## src/rtl/exp_sched.sv

```systemverilog
// Round-robin arbiter that shares one exponential engine among N_REQ requesters.
// Each accepted operand is issued, waited on (with a hang timeout) and returned tagged with its requester id.
module exp_sched #(
  parameter int N_REQ   = 4,
  parameter int ID_W    = 2,
  parameter int TIMEOUT = 1023,
  parameter int CNT_W   = 10
) (
  input  logic                  clk,
  input  logic                  rst,
  input  logic [N_REQ-1:0]      req_valid,
  input  logic [16*N_REQ-1:0]   req_x,
  output logic [N_REQ-1:0]      req_ready,
  output logic                  resp_valid,
  output logic [ID_W-1:0]       resp_id,
  output logic [1:0]            resp_int,
  output logic [15:0]           resp_frac,
  output logic                  resp_timeout,
  output logic                  busy,
  output logic                  exp_start,
  output logic [15:0]           exp_x,
  input  logic                  exp_done,
  input  logic [1:0]            exp_int,
  input  logic [15:0]           exp_frac
);

  typedef enum logic [1:0] {
    S_IDLE  = 2'd0,
    S_ISSUE = 2'd1,
    S_WAIT  = 2'd2,
    S_RESP  = 2'd3
  } state_e;

  state_e            state_q, state_d;
  logic [ID_W-1:0]   ptr_q, ptr_d;
  logic [ID_W-1:0]   id_q, id_d;
  logic [CNT_W-1:0]  cnt_q, cnt_d;
  logic [15:0]       exp_x_q, exp_x_d;
  logic              exp_start_q, exp_start_d;
  logic              busy_q, busy_d;
  logic              done_q, done_d;
  logic              resp_valid_q, resp_valid_d;
  logic [ID_W-1:0]   resp_id_q, resp_id_d;
  logic [1:0]        resp_int_q, resp_int_d;
  logic [15:0]       resp_frac_q, resp_frac_d;
  logic              resp_timeout_q, resp_timeout_d;

  logic              grant_found;
  logic [ID_W-1:0]   grant_id;
  logic [ID_W-1:0]   cand;
  logic [15:0]       sel_x;
  logic              done_edge;

  // Search starts just after the last winner, so the previous grantee has lowest priority.
  always_comb begin
    grant_found = 1'b0;
    grant_id    = '0;
    cand        = '0;
    for (int k = 1; k <= N_REQ; k++) begin
      cand = ID_W'((int'(ptr_q) + k) % N_REQ);
      if (!grant_found && req_valid[cand]) begin
        grant_found = 1'b1;
        grant_id    = cand;
      end
    end
    sel_x = '0;
    for (int i = 0; i < N_REQ; i++) begin
      if (grant_id == ID_W'(i)) sel_x = req_x[16*i +: 16];
    end
  end

  // NOTE: every signal driven here gets a default first, so no path leaves one unassigned and no latch is inferred.
  always_comb begin
    state_d        = state_q;
    ptr_d          = ptr_q;
    id_d           = id_q;
    cnt_d          = cnt_q;
    exp_x_d        = exp_x_q;
    resp_id_d      = resp_id_q;
    resp_int_d     = resp_int_q;
    resp_frac_d    = resp_frac_q;
    resp_timeout_d = resp_timeout_q;
    done_d         = exp_done;
    done_edge      = exp_done & ~done_q;
    req_ready      = '0;

    case (state_q)
      S_IDLE: begin
        if (grant_found) begin
          state_d = S_ISSUE;
          ptr_d   = grant_id;
          id_d    = grant_id;
          exp_x_d = sel_x;
          // Accept strobe is combinational, so it is forced low while reset is held.
          if (rst) req_ready = {{(N_REQ-1){1'b0}}, 1'b1} << grant_id;
        end
      end
      S_ISSUE: begin
        cnt_d   = '0;
        state_d = S_WAIT;
      end
      S_WAIT: begin
        if (done_edge) begin
          resp_int_d     = exp_int;
          resp_frac_d    = exp_frac;
          resp_timeout_d = 1'b0;
          resp_id_d      = id_q;
          exp_x_d        = '0;
          state_d        = S_RESP;
        end else if (cnt_q == CNT_W'(TIMEOUT)) begin
          resp_int_d     = '0;
          resp_frac_d    = '0;
          resp_timeout_d = 1'b1;
          resp_id_d      = id_q;
          exp_x_d        = '0;
          state_d        = S_RESP;
        end else begin
          cnt_d = cnt_q + 1'b1;
        end
      end
      S_RESP: begin
        state_d = S_IDLE;
      end
      default: begin
        state_d = S_IDLE;
      end
    endcase

    // Strobes and busy are registered copies of the next state.
    exp_start_d  = (state_d == S_ISSUE);
    resp_valid_d = (state_d == S_RESP);
    busy_d       = (state_d != S_IDLE);
  end

  // NOTE: state registers use non-blocking assignments so all flops update together at the edge.
  always_ff @(posedge clk or negedge rst) begin
    if (!rst) begin
      state_q        <= S_IDLE;
      ptr_q          <= ID_W'(N_REQ - 1);
      id_q           <= '0;
      cnt_q          <= '0;
      exp_x_q        <= '0;
      exp_start_q    <= 1'b0;
      busy_q         <= 1'b0;
      done_q         <= 1'b0;
      resp_valid_q   <= 1'b0;
      resp_id_q      <= '0;
      resp_int_q     <= '0;
      resp_frac_q    <= '0;
      resp_timeout_q <= 1'b0;
    end else begin
      state_q        <= state_d;
      ptr_q          <= ptr_d;
      id_q           <= id_d;
      cnt_q          <= cnt_d;
      exp_x_q        <= exp_x_d;
      exp_start_q    <= exp_start_d;
      busy_q         <= busy_d;
      done_q         <= done_d;
      resp_valid_q   <= resp_valid_d;
      resp_id_q      <= resp_id_d;
      resp_int_q     <= resp_int_d;
      resp_frac_q    <= resp_frac_d;
      resp_timeout_q <= resp_timeout_d;
    end
  end

  assign exp_start    = exp_start_q;
  assign exp_x        = exp_x_q;
  assign busy         = busy_q;
  assign resp_valid   = resp_valid_q;
  assign resp_id      = resp_id_q;
  assign resp_int     = resp_int_q;
  assign resp_frac    = resp_frac_q;
  assign resp_timeout = resp_timeout_q;

endmodule
```

## config.mk

```make
export PLATFORM = sky130hd
export DESIGN_NAME = exp_sched
export DESIGN_NICKNAME = d
export VERILOG_FILES = /design/src/rtl/exp_sched.sv
export SDC_FILE = /design/constraint.sdc
export NUM_CORES = 1
export LEC_CHECK = 0
export CAP_MARGIN = 30
export CORE_MARGIN = 2
export CORE_UTILIZATION = 43
export CTS_CLUSTER_SIZE = 16
export DETAILED_ROUTE_END_ITERATION = 12
export PLACE_DENSITY = 0.81
export SYNTH_ARGS = -nofsm -noshare
export SYNTH_HDL_FRONTEND = slang
export SYNTH_SLANG_ARGS = --single-unit
```

## constraint.sdc

```tcl
create_clock -name clk -period 3 [get_ports clk]
set_clock_uncertainty 0.05 [all_clocks]
set_input_delay 0.9 -clock clk [delete_from_list [all_inputs] [get_ports clk]]
set_output_delay 0.9 -clock clk [all_outputs]
set_load 0.02 [all_outputs]
```

==> results of run 1 <==
==> metal layers <==
| layer | GRT usage, % | wire (um) |
|---|---|---|
| met4 | 12.8 | 246 |
| met2 | 44.2 | 5110 |
| met5 | 0 | 0 |
| met1 | 28.9 | 3790 |
| met3 | 4.10 | 374 |
==> metrics by stage <==
step,std cells,TNS (ns),utilization [%]
after floorplan,297,-0.161,-
after global placement,527,-3.03,66.8
after detailed placement,527,-3.21,66.8
after CTS,554,0,71.1
after global routing,553,0,71.1
final,553,0,71.1
==> worst reg2reg max path, stage by stage, from the launching register on <==
cell,delay (ns)
dfrtp_1,0.39
inv_1,0.10
ha_1,0.26
o41ai_4,0.08
inv_2,0.10
buf_4,0.15
buf_4,0.12
buf_4,0.12
buf_4,0.12
buf_4,0.12
buf_4,0.12
buf_4,0.12
buf_4,0.12
buf_4,0.12
buf_4,0.14
nor2_4,0.08
a21oi_2,0.03
==> cell families (layout without fill, tap and decap cells) <==
logic type / Yosys count / count (layout) / share of synthesized area (%)
xor+xnor: 3 / 3 / 0.849
fa+ha+maj: 5 / 5 / 2.02
flops: 57 / 57 / 46.2
buf+inv: 25 / 185 / 4.65
compound gates: 93 / 93 / 25.8
mux: 4 / 4 / 1.37
simple gates: 110 / 110 / 19.2
==> Yosys cell counts (2+ instances only) <==
master / n / area share [%]
nor3_1: 7 / 1.1
nor2b_1: 3 / 0.61
o21ai_2: 4 / 1.1
o21ai_1: 2 / 0.32
dfstp_2: 2 / 1.7
nor4_1: 4 / 0.81
o31ai_1: 15 / 3.6
dfrtp_1: 55 / 44
mux2_2: 2 / 0.73
nor2_1: 13 / 1.6
a21o_1: 2 / 0.49
buf_6: 3 / 1.1
o21ai_0: 4 / 0.65
nand2_2: 2 / 0.40
a211oi_1: 25 / 6.1
and2_1: 2 / 0.40
mux2i_1: 2 / 0.65
nand2b_1: 3 / 0.61
xnor2_1: 3 / 0.85
a22o_1: 19 / 5.4
a211oi_2: 7 / 2.8
buf_4: 4 / 0.97
nand2_1: 29 / 3.5
buf_2: 8 / 1.3
a21oi_1: 3 / 0.49
nand3_1: 4 / 0.65
clkbuf_2: 2 / 0.32
and3_1: 34 / 6.9
ha_1: 5 / 2.0
inv_1: 7 / 0.85
or2_2: 3 / 0.61
a31oi_4: 2 / 1.4
==> power by group <==
| part | total [mW] | switching, mW | internal [mW] |
|---|---|---|---|
| clock | 0.775 | 0.302 | 0.473 |
| sequential | 1.30 | 0.201 | 1.10 |
| combinational | 2.66 | 1.40 | 1.26 |
| total | 4.74 | 1.90 | 2.84 |
==> area by class of cell <==
class                      count  area [um^2]
tap                           96          120
clock inverter                 2         35.0
clock buffer                  14          183
multi-input combinational    215         1570
sequential                    57         1430
fill                         523         1980
timing repair buffer         162         1520
inverter                       7         26.3
==> worst max path at each step <==
stage / slack (ns) / to / depth (start not counted) / startpoint
2_1_floorplan: -0.08 / req_ready[1] / 6 / req_valid[2]
3_3_place_gp: -0.82 / req_ready[1] / 6 / req_valid[3]
3_5_place_dp: -0.86 / req_ready[1] / 6 / req_valid[3]
4_1_cts: 0.04 / req_ready[1] / 7 / req_valid[1]
5_1_grt: 0.03 / req_ready[2] / 7 / req_valid[2]
6_report: 0.07 / req_ready[2] / 7 / req_valid[2]
==> flip-flops by register name (all words and copies together) (netlist names) <==
| signal | count |
|---|---|
| exp_x | 16 |
| resp_frac | 16 |
| cnt_q | 10 |
| id_q | 2 |
| ptr_q | 2 |
| resp_id | 2 |
| resp_int | 2 |
| state_q | 2 |
| busy | 1 |
| done_q | 1 |
| exp_start | 1 |
| resp_timeout | 1 |
| resp_valid | 1 |
==> timing repair <==
item | 4_1_cts | 5_1_grt
pin swaps | 3 | 1
hold buffers | 0 | 0
setup buffers | 11 | 0
endpoints found under the hold margin | 0 | 0
endpoints found under the setup margin | 4 | 5
resized for setup | 38 | 10
==> out/qor.yml, run 1 <==
worstRegToRegCells: 16
yosysUniqueCellTypes: 49
syn_inst: 297
areaGrowthSynthToFinish_pct: 57.9
layout_commonest_cell: "clkdlybuf4s50_1"
worst_pin_slew_ns: 0.756
worstReg2RegStart: "state_q[0]$_DFF_PN0_"
drc: 0
wire_per_inst_um: 17.2
hold_violations: 0
fin_ws_ns: 0.0733
die-area_mm2: 0.00789
cts_buffers: 9
maxCapViolCount: 0
grt_antenna_before_repair: 0
pin_count: 133
dr_total_vias: 3015
drive_above_1_share_pct: 20.1
worstPathArrival_ns: 1.98
drtPass1Iterations: 4
power_density_mw_per_mm2: 970
ys_ff_latch: 57
netlist_area_mm2: 0.00309
crit_path_start_kind: "input port"
timing.hold.ws_ns: 0.424
post-place-ws_ns: -0.857
critPathBufInv: 4
hp-class: "flop to flop"
first_iter_violations: 105
critical_path_class: "input port to primary output"
grt_overflow: 0
regToRegSetupSlack_ns: 0.55
worstPathCellList: "buf_2 -> buf_4 -> o41ai_4 -> inv_2 -> nand2_4 -> nor3_2 -> buf_2"
status: "complete, no violations"
slowest_delay_ns: 0.38
synth_flop_cell: "dfrtp_1"
core_mm2: 0.00687
cts.sinks: 57
place_area_mm2: 0.00459
io_buffer_count: 132
final_cell_mix: "clkdlybuf4s50_1, dfrtp_1, and3_1, buf_4, nand2_1"
rsz0062_at_grt: "false"
fin_crit_ns: 2.93
gpl.final_weighted_congestion: 0.862
dieWidth_um: 88.8
fmax_ghz: 0.342
start_util_pct: 45.0
ys_async_sr_fraction_pct: 100
worstPathRequired_ns: 2.05
setup-violations-final: 0
hp-start: "exp_x[5]$_DFFE_PN0P_"
hpwl_um: 6730
maxSlewViolCount: 0
ir_drop_uv: 497
die_h_um: 88.8
p_leak_nw: 2.16
viasPerCell: 5.45
wirelength_um: 9520
ant_nets: 0
yosys_warnings: 0
clk_pin_slew_worst_paths_ns: 0.06
grt_max_degree: 58
syn_avg_cell_area_um2: 10.4
cts_tree: "yes"
rr_endpoint: "id_q[0]$_DFFE_PN0P_"
grt_pass1_vias: 3110
diodes: 0
fin_area_mm2: 0.00488
nets: 546
cts_max_level: 3
rows: 30
clockBufferDepth: 2
synth-edff-count: 0
critical_path.most_common_cell: "buf_2"
ys_seq_area_share_pct: 46.2
total_power_mw: 4.74
path_delay_family: "buffers and inverters"
grt_pass1_wl_um: 14900
clock_latency_ns: 0.34
period_share_pct: 97.6
crit_path_top_delay_cell: "o41ai_4"
slew_headroom_pct: 49.6
grt_usage_pct: 25.0
worstSetupEndpointType: "primary output"
syn_nets: 391
critPathMaxFanout: 4
cts-root-buf: "clkbuf_8"
hold_end: "exp_x[5]$_DFFE_PN0P_"
hold_depth: 2
(Power assumes the default switching activity.)
==> run 2, diff against run 1 <==
==> constraint.sdc (replaced) <==
create_clock -name clk -period 3 [get_ports clk]
set_clock_uncertainty 0.05 [all_clocks]
set_input_delay 0.75 -clock clk [delete_from_list [all_inputs] [get_ports clk]]
set_output_delay 0.75 -clock clk [all_outputs]
set_load 0.02 [all_outputs]
==> run 2 against run 1 <==
Compared with the run above: final cell count is 2.2% lower; clock power is 12% lower; global-route usage is 1.3 points lower; sequential share of layout area is 0.78 points higher; utilization is 1.8 points lower; register-to-register slack better by 0.29 ns; worst setup slack better by 0.049 ns; sequential power hardly changed; cell area is 2.6% lower; fmax is 1.7% higher; critical path type unchanged; highest routed layer unchanged.
==> out/qor.yml, run 2 (synthesis gave the netlist of run 1 again) <==
fin_cells: 541
worstPathArrival_ns: 2.08
fin_crit_ns: 2.88
drive_above_1_share_pct: 16.2
p_leak_nw: 2.10
io_buffer_count: 132
rsz0062_at_grt: "false"
grt_pass1_wl_um: 14200
hold_violations: 0
hp-start: "exp_x[3]$_DFFE_PN0P_"
regArea_mm2: 0.00143
period_share_pct: 95.9
total_power_mw: 4.46
core_mm2: 0.00687
final_core_util_pct: 69.3
placed_cells: 525
viasPerCell: 5.47
dr_total_vias: 2959
clockBufferDepth: 2
postCtsSetupRepairBufs: 0
fmax_ghz: 0.347
areaGrowthSynthToFinish_pct: 53.8
hold_depth: 2
hold_end: "exp_x[3]$_DFFE_PN0P_"
drc: 0
die-area_mm2: 0.00789
critPathMaxFanout: 3
place_area_mm2: 0.00455
power_density_mw_per_mm2: 937
drtPass1Iterations: 5
worstReg2RegStart: "state_q[0]$_DFF_PN0_"
wire_per_inst_um: 16.8
fillers: 549
regToRegSetupSlack_ns: 0.84
ir_drop_uv: 522
final_cell_mix: "clkdlybuf4s50_1, dfrtp_1, and3_1, nand2_1, a211oi_1"
fin_area_mm2: 0.00476
cts-root-buf: "clkbuf_8"
setup-violations-final: 0
maxSlewViolCount: 0
cts_tree: "yes"
gpl.final_weighted_congestion: 0.862
rr_endpoint: "resp_frac[0]$_DFFE_PN0P_"
cts.sinks: 57
grt_overflow: 0
diodes: 0
maxCapViolCount: 0
hpwl_um: 6590
worst_pin_slew_ns: 0.799
rows: 30
worstRegToRegCells: 7
layout_commonest_cell: "clkdlybuf4s50_1"
clk_pin_slew_worst_paths_ns: 0.06
crit_path_start_kind: "input port"
grt_usage_pct: 23.6
status: "complete, no violations"
grt_pass1_vias: 2920
clock_latency_ns: 0.34
nets: 534
multi_input_area_mm2: 0.00155
slew_headroom_pct: 46.7
critical_path_class: "input port to primary output"
die_h_um: 88.8
fin_tns_setup_ns: 0
cts_max_level: 3
first_iter_violations: 207
cts.hold.buffers_added: 0
worstSetupEndpointType: "primary output"
ant_nets: 0
wirelength_um: 9090
start_util_pct: 45.0
grt_antenna_before_repair: 0
cts_buffers: 9
grt_max_degree: 58
pin_count: 133
hp-class: "flop to flop"
worstPathRequired_ns: 2.20
dieWidth_um: 88.8
run 2: changes by cell type in the layout (fill, tap and decap cells not counted), sizes merged:
cell and change:
buf -15, bufinv -1, clkbuf -1, clkdlybuf4s50 +1, clkinv +1, dlygate4sd2 +1
dlymetal6s2s +2
run 2: stage by stage:
step / hold WS, ns / worst slack (ns)
2_1_floorplan: 0.396 / 0.219
3_3_place_gp: 0.410 / -0.495
3_5_place_dp: 0.415 / -0.590
4_1_cts: 0.430 / 0.000771
5_1_grt: 0.441 / 0.0417
6_report: 0.431 / 0.122
run 2: final cells by class:
type	count	area share (%)
clock buffers	14	3.84
clock inverters	2	0.210
inverters	7	0.552
multi-input cells	215	32.5
flip-flops and latches	57	30.0
well taps	96	2.52
repair buffers	150	30.3
run 2: how the worst max path moves through the flow:
stage                      start  slack, ns  depth (start not counted)            to
floorplan           req_valid[2]       0.22                          6  req_ready[1]
global placement    req_valid[3]      -0.50                          6  req_ready[3]
detailed placement  req_valid[3]      -0.59                          6  req_ready[1]
CTS                 req_valid[2]     0.0008                          6  req_ready[3]
global route        req_valid[1]       0.04                          6  req_ready[1]
finish              req_valid[1]       0.12                          6  req_ready[1]
run 2: what timing repair did:
item | 4_1_cts | 5_1_grt
pin swaps | 0 | 3
setup endpoints to repair | 4 | 4
gates cloned | 0 | 0
resized for setup | 25 | 6
run 2: power by group:
group / switching, mW / total [mW] / internal, mW
sequential: 0.197 / 1.30 / 1.10
combinational: 1.34 / 2.48 / 1.14
clock: 0.294 / 0.681 / 0.387
run 2: worst max-delay path, stage by stage:
cell             delay, ns
clkdlybuf4s50_1       0.49
and3_1                0.21
a31oi_4               0.05
and2_1                0.21
nor3_2                0.19
buf_4                 0.17
run 2: layer usage:
layer	up-vias	share of wire, %	track usage (%)
met5	-	0	0
met4	0	2.3	9.50
met3	22	3.6	5.97
met2	81	51	39.0
met1	1452	43	29.7
li1	1404	-	-
==> patch 1 (flow settings as in run 1) <==
Make the reset (`rst`) synchronous in one clocked block.
--- a/src/rtl/exp_sched.sv
+++ b/src/rtl/exp_sched.sv
@@ -133,7 +133,7 @@
   end
 
   // NOTE: state registers use non-blocking assignments so all flops update together at the edge.
-  always_ff @(posedge clk or negedge rst) begin
+  always_ff @(posedge clk) begin
     if (!rst) begin
       state_q        <= S_IDLE;
       ptr_q          <= ID_W'(N_REQ - 1);
Formal check against the unedited RTL: differs if rst is asserted again (counterexample within 4 cycles, from zero or initial values and one cycle with rst low); with rst held inactive, the same outputs for 10 cycles.
==> patch 1 against run 1 <==
Final area shrank 7.4%; area after synthesis shrank 13%; register-to-register slack gained 0.03 ns; critical path type unchanged; global-route usage shrank 0.90 points; setup slack gained 0.0013 ns; sequential cell count is the same; wire length shrank 14%; highest routed layer unchanged; first-iteration DRC count grew 3.8%; cell count shrank 6.1%; fmax is essentially flat.
Power is not compared: it rests on default switching activity, and its combinational part moved more than twofold at a synthesized area within 25%.
==> patch 1: results <==
metrics = {
    "route": {
        "wire_per_inst_um": 15.8,
        "drt_iter0_markers": 109,
        "routed_wl_mm": 8.22,
        "vias_per_cell": 5.38,
    },
    "global_route": {
        "grt_max_degree": 26,
        "grt_pass1_vias": 2797,
        "antenna_found_initial": 0,
        "grt_pass1_wl_mm": 13.6,
        "grt_use_total_pct": 24.1,
    },
    "finish": {
        "layout-drive-gt1-share_pct": 15.8,
        "fill_cells": 422,
    },
    "setup_path": {
        "cpPeakStageDelay_ns": 0.32,
        "critPathMaxFanout": 5,
        "critPathSlowestCell": "a211oi_4",
        "crit_family": "compound AO/OA/AOI/OAI gates",
        "ff2ff_setup_slack_ns": 0.58,
    },
    "clocking": {
        "cts-resized-gates": 51,
        "clk_latency_ns": 0.33,
        "postCtsSetupRepairBufs": 2,
    },
    "power_and_ir_drop": {
        "peakVddDrop_v": 0.000425,
        "switchingPower_mw": 1.04,
    },
    "placed_design": {
        "place_inst": 500,
        "hpwl_mm": 5.96,
        "place.gp.congestion": 0.848,
        "place_ws_ns": -0.981,
        "placed_area_um2": 4210,
    },
    "synthesis": {
        "async_reset_ff_share_pct": 0,
        "synthCells": 288,
        "synthDistinctLibCells": 50,
        "yosys-top-cells-count": "dfxtp_1 (57), nor2_1 (34), mux2i_1 (32)",
        "yosysSeqAreaShare_pct": 42.4,
        "yosys-top-cells-area": "dfxtp_1 (42%), mux2i_1 (12%), o221ai_1 (5.2%), a22oi_1 (5.0%), nor2_1 (4.7%)",
        "syn_nets": 381,
        "synth_top_flop_cell": "dfxtp_1",
    },
    "status": {
        "outcome": "complete, no violations",
    },
    "timing": {
        "hold_ws_ns": 0.408,
        "timing.final.crit_share_pct": 97.5,
        "slew_headroom_pct": 54.1,
    },
}
[patch 1: cell count changes in the layout (fill, tap and decap cells not counted), sizes merged, moves of 3 or more]
cell,delta
a22oi,+18
dfrtp,-55
and3,-33
o221ai,+16
buf,-7
clkbuf,-4
o31ai,-16
a22o,-19
mux2i,+30
nor3,-3
dfxtp,+57
nor2,+21
a211oi,-30
a21oi,+6
[patch 1: cell type report]
cell class	instances	area, um2	share of cell area (%)
multi-input combinational	206	1500	33.1
clock buffer	9	124	2.74
tap	75	93.8	2.08
sequential	57	1140	25.2
inverter	8	30.0	0.664
clock inverter	7	119	2.63
timing repair buffer	157	1520	33.6
[patch 1: kinds of logic (layout without fill, tap and decap cells)]
kind of cell / Yosys count / after routing / synth area share, %
buffers and inverters: 25 / 181 / 4.84
muxes: 32 / 32 / 11.9
AOI/OAI and AO/OA: 66 / 66 / 19.0
xor gates and xnor gates: 5 / 5 / 1.63
adders and majority gates: 4 / 4 / 1.86
DFF: 57 / 57 / 42.4
and+or+nand+nor: 99 / 99 / 18.3
[patch 1: per-layer routing]
layer	global-route usage, %	wire length, um
met1	27.5	3330
met2	41.0	4220
met3	6.06	385
met4	13.1	284
met5	0	0
[patch 1: power by group through the flow]
stage / Clock (mW) / Sequential, mW / Combinational, mW
3_5_place_dp: 0 / 0.999 / 1.24
3_3_place_gp: 0 / 0.995 / 1.23
6_report: 0.866 / 0.988 / 1.29
5_1_grt: 0.922 / 1.00 / 1.38
2_1_floorplan: 0 / 1.13 / 0.538
4_1_cts: 0.887 / 0.987 / 1.29
[patch 1: final timing paths]
check | startpoint | end | depth (start not counted)
max | req_valid[3] | req_ready[2] | 6
min | resp_id[0] | resp_id[0] | 2
max reg2reg | state_q[0] | exp_x[15] | 8
min reg2reg | resp_id[0] | resp_id[0] | 2
==> patch 2 (settings of run 1) <==
Made on the original files. Set the parameter `ID_W` to 4 (it was 2).
--- a/src/rtl/exp_sched.sv
+++ b/src/rtl/exp_sched.sv
@@ -2,7 +2,7 @@
 // Each accepted operand is issued, waited on (with a hang timeout) and returned tagged with its requester id.
 module exp_sched #(
   parameter int N_REQ   = 4,
-  parameter int ID_W    = 2,
+  parameter int ID_W    = 4,
   parameter int TIMEOUT = 1023,
   parameter int CNT_W   = 10
 ) (
Interface: changed (resized resp_id); port bits go from 133 to 135. No check against the original RTL was run, so the function may have changed too.
==> patch 2 against run 1 <==
Core utilization shrank 0.13 points; sequential cell count unchanged; wire length decreased by 6.8%; die area is 3.2% lower; area after synthesis is 3.3% lower; setup slack lost 0.015 ns; fmax decreased by 0.52%; total power fell by 4.4%; final area is 1.8% lower; count of clock-buffer cells in the layout down 4; critical endpoint is now req_ready[1]; largest power group unchanged.
==> patch 2: results <==
metrics = {
    "route": {
        "vias_per_cell": 5.44,
        "drt_iter0_markers": 109,
        "wirelength_met1_mm": 3.61,
        "wire_per_inst_um": 17.8,
        "via_count": 2718,
        "wl_met3_um": 718,
        "wl_met2_mm": 4.33,
    },
    "finish": {
        "clockBufferCount": 10,
        "sh_seq_area_pct": 29.8,
        "fill_cells": 492,
        "area_growth_pct": 60.3,
        "clock_cell_area_share_pct": 5.04,
        "final_nets": 510,
        "num-multi-input-gates": 179,
        "final.signal_inverter_count": 10,
        "nFlopsAndLatches": 57,
        "multi_input_area_um2": 1450,
        "buffer_area_share_pct": 32.0,
        "layout-drive-gt1-share_pct": 19.3,
        "buffers": 159,
    },
    "status": {
        "outcome": "complete, no violations",
    },
    "global_route": {
        "antenna_found_initial": 0,
        "grt_pass1_vias": 2755,
        "met1_usage_pct": 29.5,
        "grt_pass1_wl_mm": 13.8,
        "use_met3_pct": 5.69,
        "grt_use_total_pct": 23.3,
        "met2_usage_pct": 38.8,
    },
    "synthesis": {
        "synthMuxAreaShare_pct": 12.8,
        "yosysSeqAreaShare_pct": 47.8,
        "yosys-top-cells-area": "dfrtp_1 (46%), mux2i_1 (12%), a22o_1 (5.9%), o221ai_2 (5.0%), nand2_1 (3.8%)",
        "synth_fa_ha_area_share_pct": 2.09,
        "synth_compound_area_share_pct": 19.3,
        "yosys-top-cells-count": "dfrtp_1 (55), mux2i_1 (35), nand2_1 (30)",
        "synthXorXnorAreaFrac_pct": 0.878,
        "synthDistinctLibCells": 47,
        "synthCells": 260,
    },
    "min_path": {
        "hp-start": "exp_x[10]",
    },
    "power_and_ir_drop": {
        "switchingPower_mw": 1.69,
        "finalPower_mw": 4.53,
        "p_comb_mw": 2.39,
        "peakVddDrop_v": 0.000564,
        "power_density_nw_per_um2": 944,
        "power.leakage_nw": 2.18,
        "p_clk_share_pct": 19.3,
    },
    "setup_path": {
        "critPathMaxFanout": 3,
        "startpoint": "req_valid[0]",
        "r2r_start": "state_q[0]",
    },
    "timing": {
        "slew_headroom_pct": 50.5,
    },
    "placed_design": {
        "placed_area_um2": 4470,
        "place_ws_ns": -0.812,
        "hpwl_mm": 6.49,
        "place.gp.congestion": 0.811,
        "place_inst": 475,
    },
    "clocking": {
        "clk_latency_ns": 0.33,
        "clkSlewWorstSetupHoldPaths_ns": 0.07,
    },
}
-- patch 2: cell types whose count changed after synthesis, moves of 7 or more --
cell / before / now
a211oi_1: 25 / 0
a211oi_2: 7 / 0
and3_1: 34 / 1
mux2i_1: 2 / 35
o221ai_2: 0 / 10
o31ai_1: 15 / 0
-- patch 2: repair_timing --
item                                    4_1_cts  5_1_grt
buffers inserted                             11        0
resized for setup                            40        7
pin swaps                                     2        1
endpoints found under the setup margin        4        5
cloned                                        0        0
hold buffers                                  0        0
-- patch 2: path summary, 6_finish.rpt --
check | endpoint | slack, ns | cells after the start
max in group asynchronous | cnt_q[4] | 1.69 | 2
setup reg to reg | id_q[0] | 0.40 | 15
hold / removal | exp_x[10] | 0.44 | 2
hold reg to reg | exp_x[10] | 0.44 | 2
min in group asynchronous | resp_frac[9] | 0.75 | 2
setup / recovery | req_ready[1] | 0.06 | 7
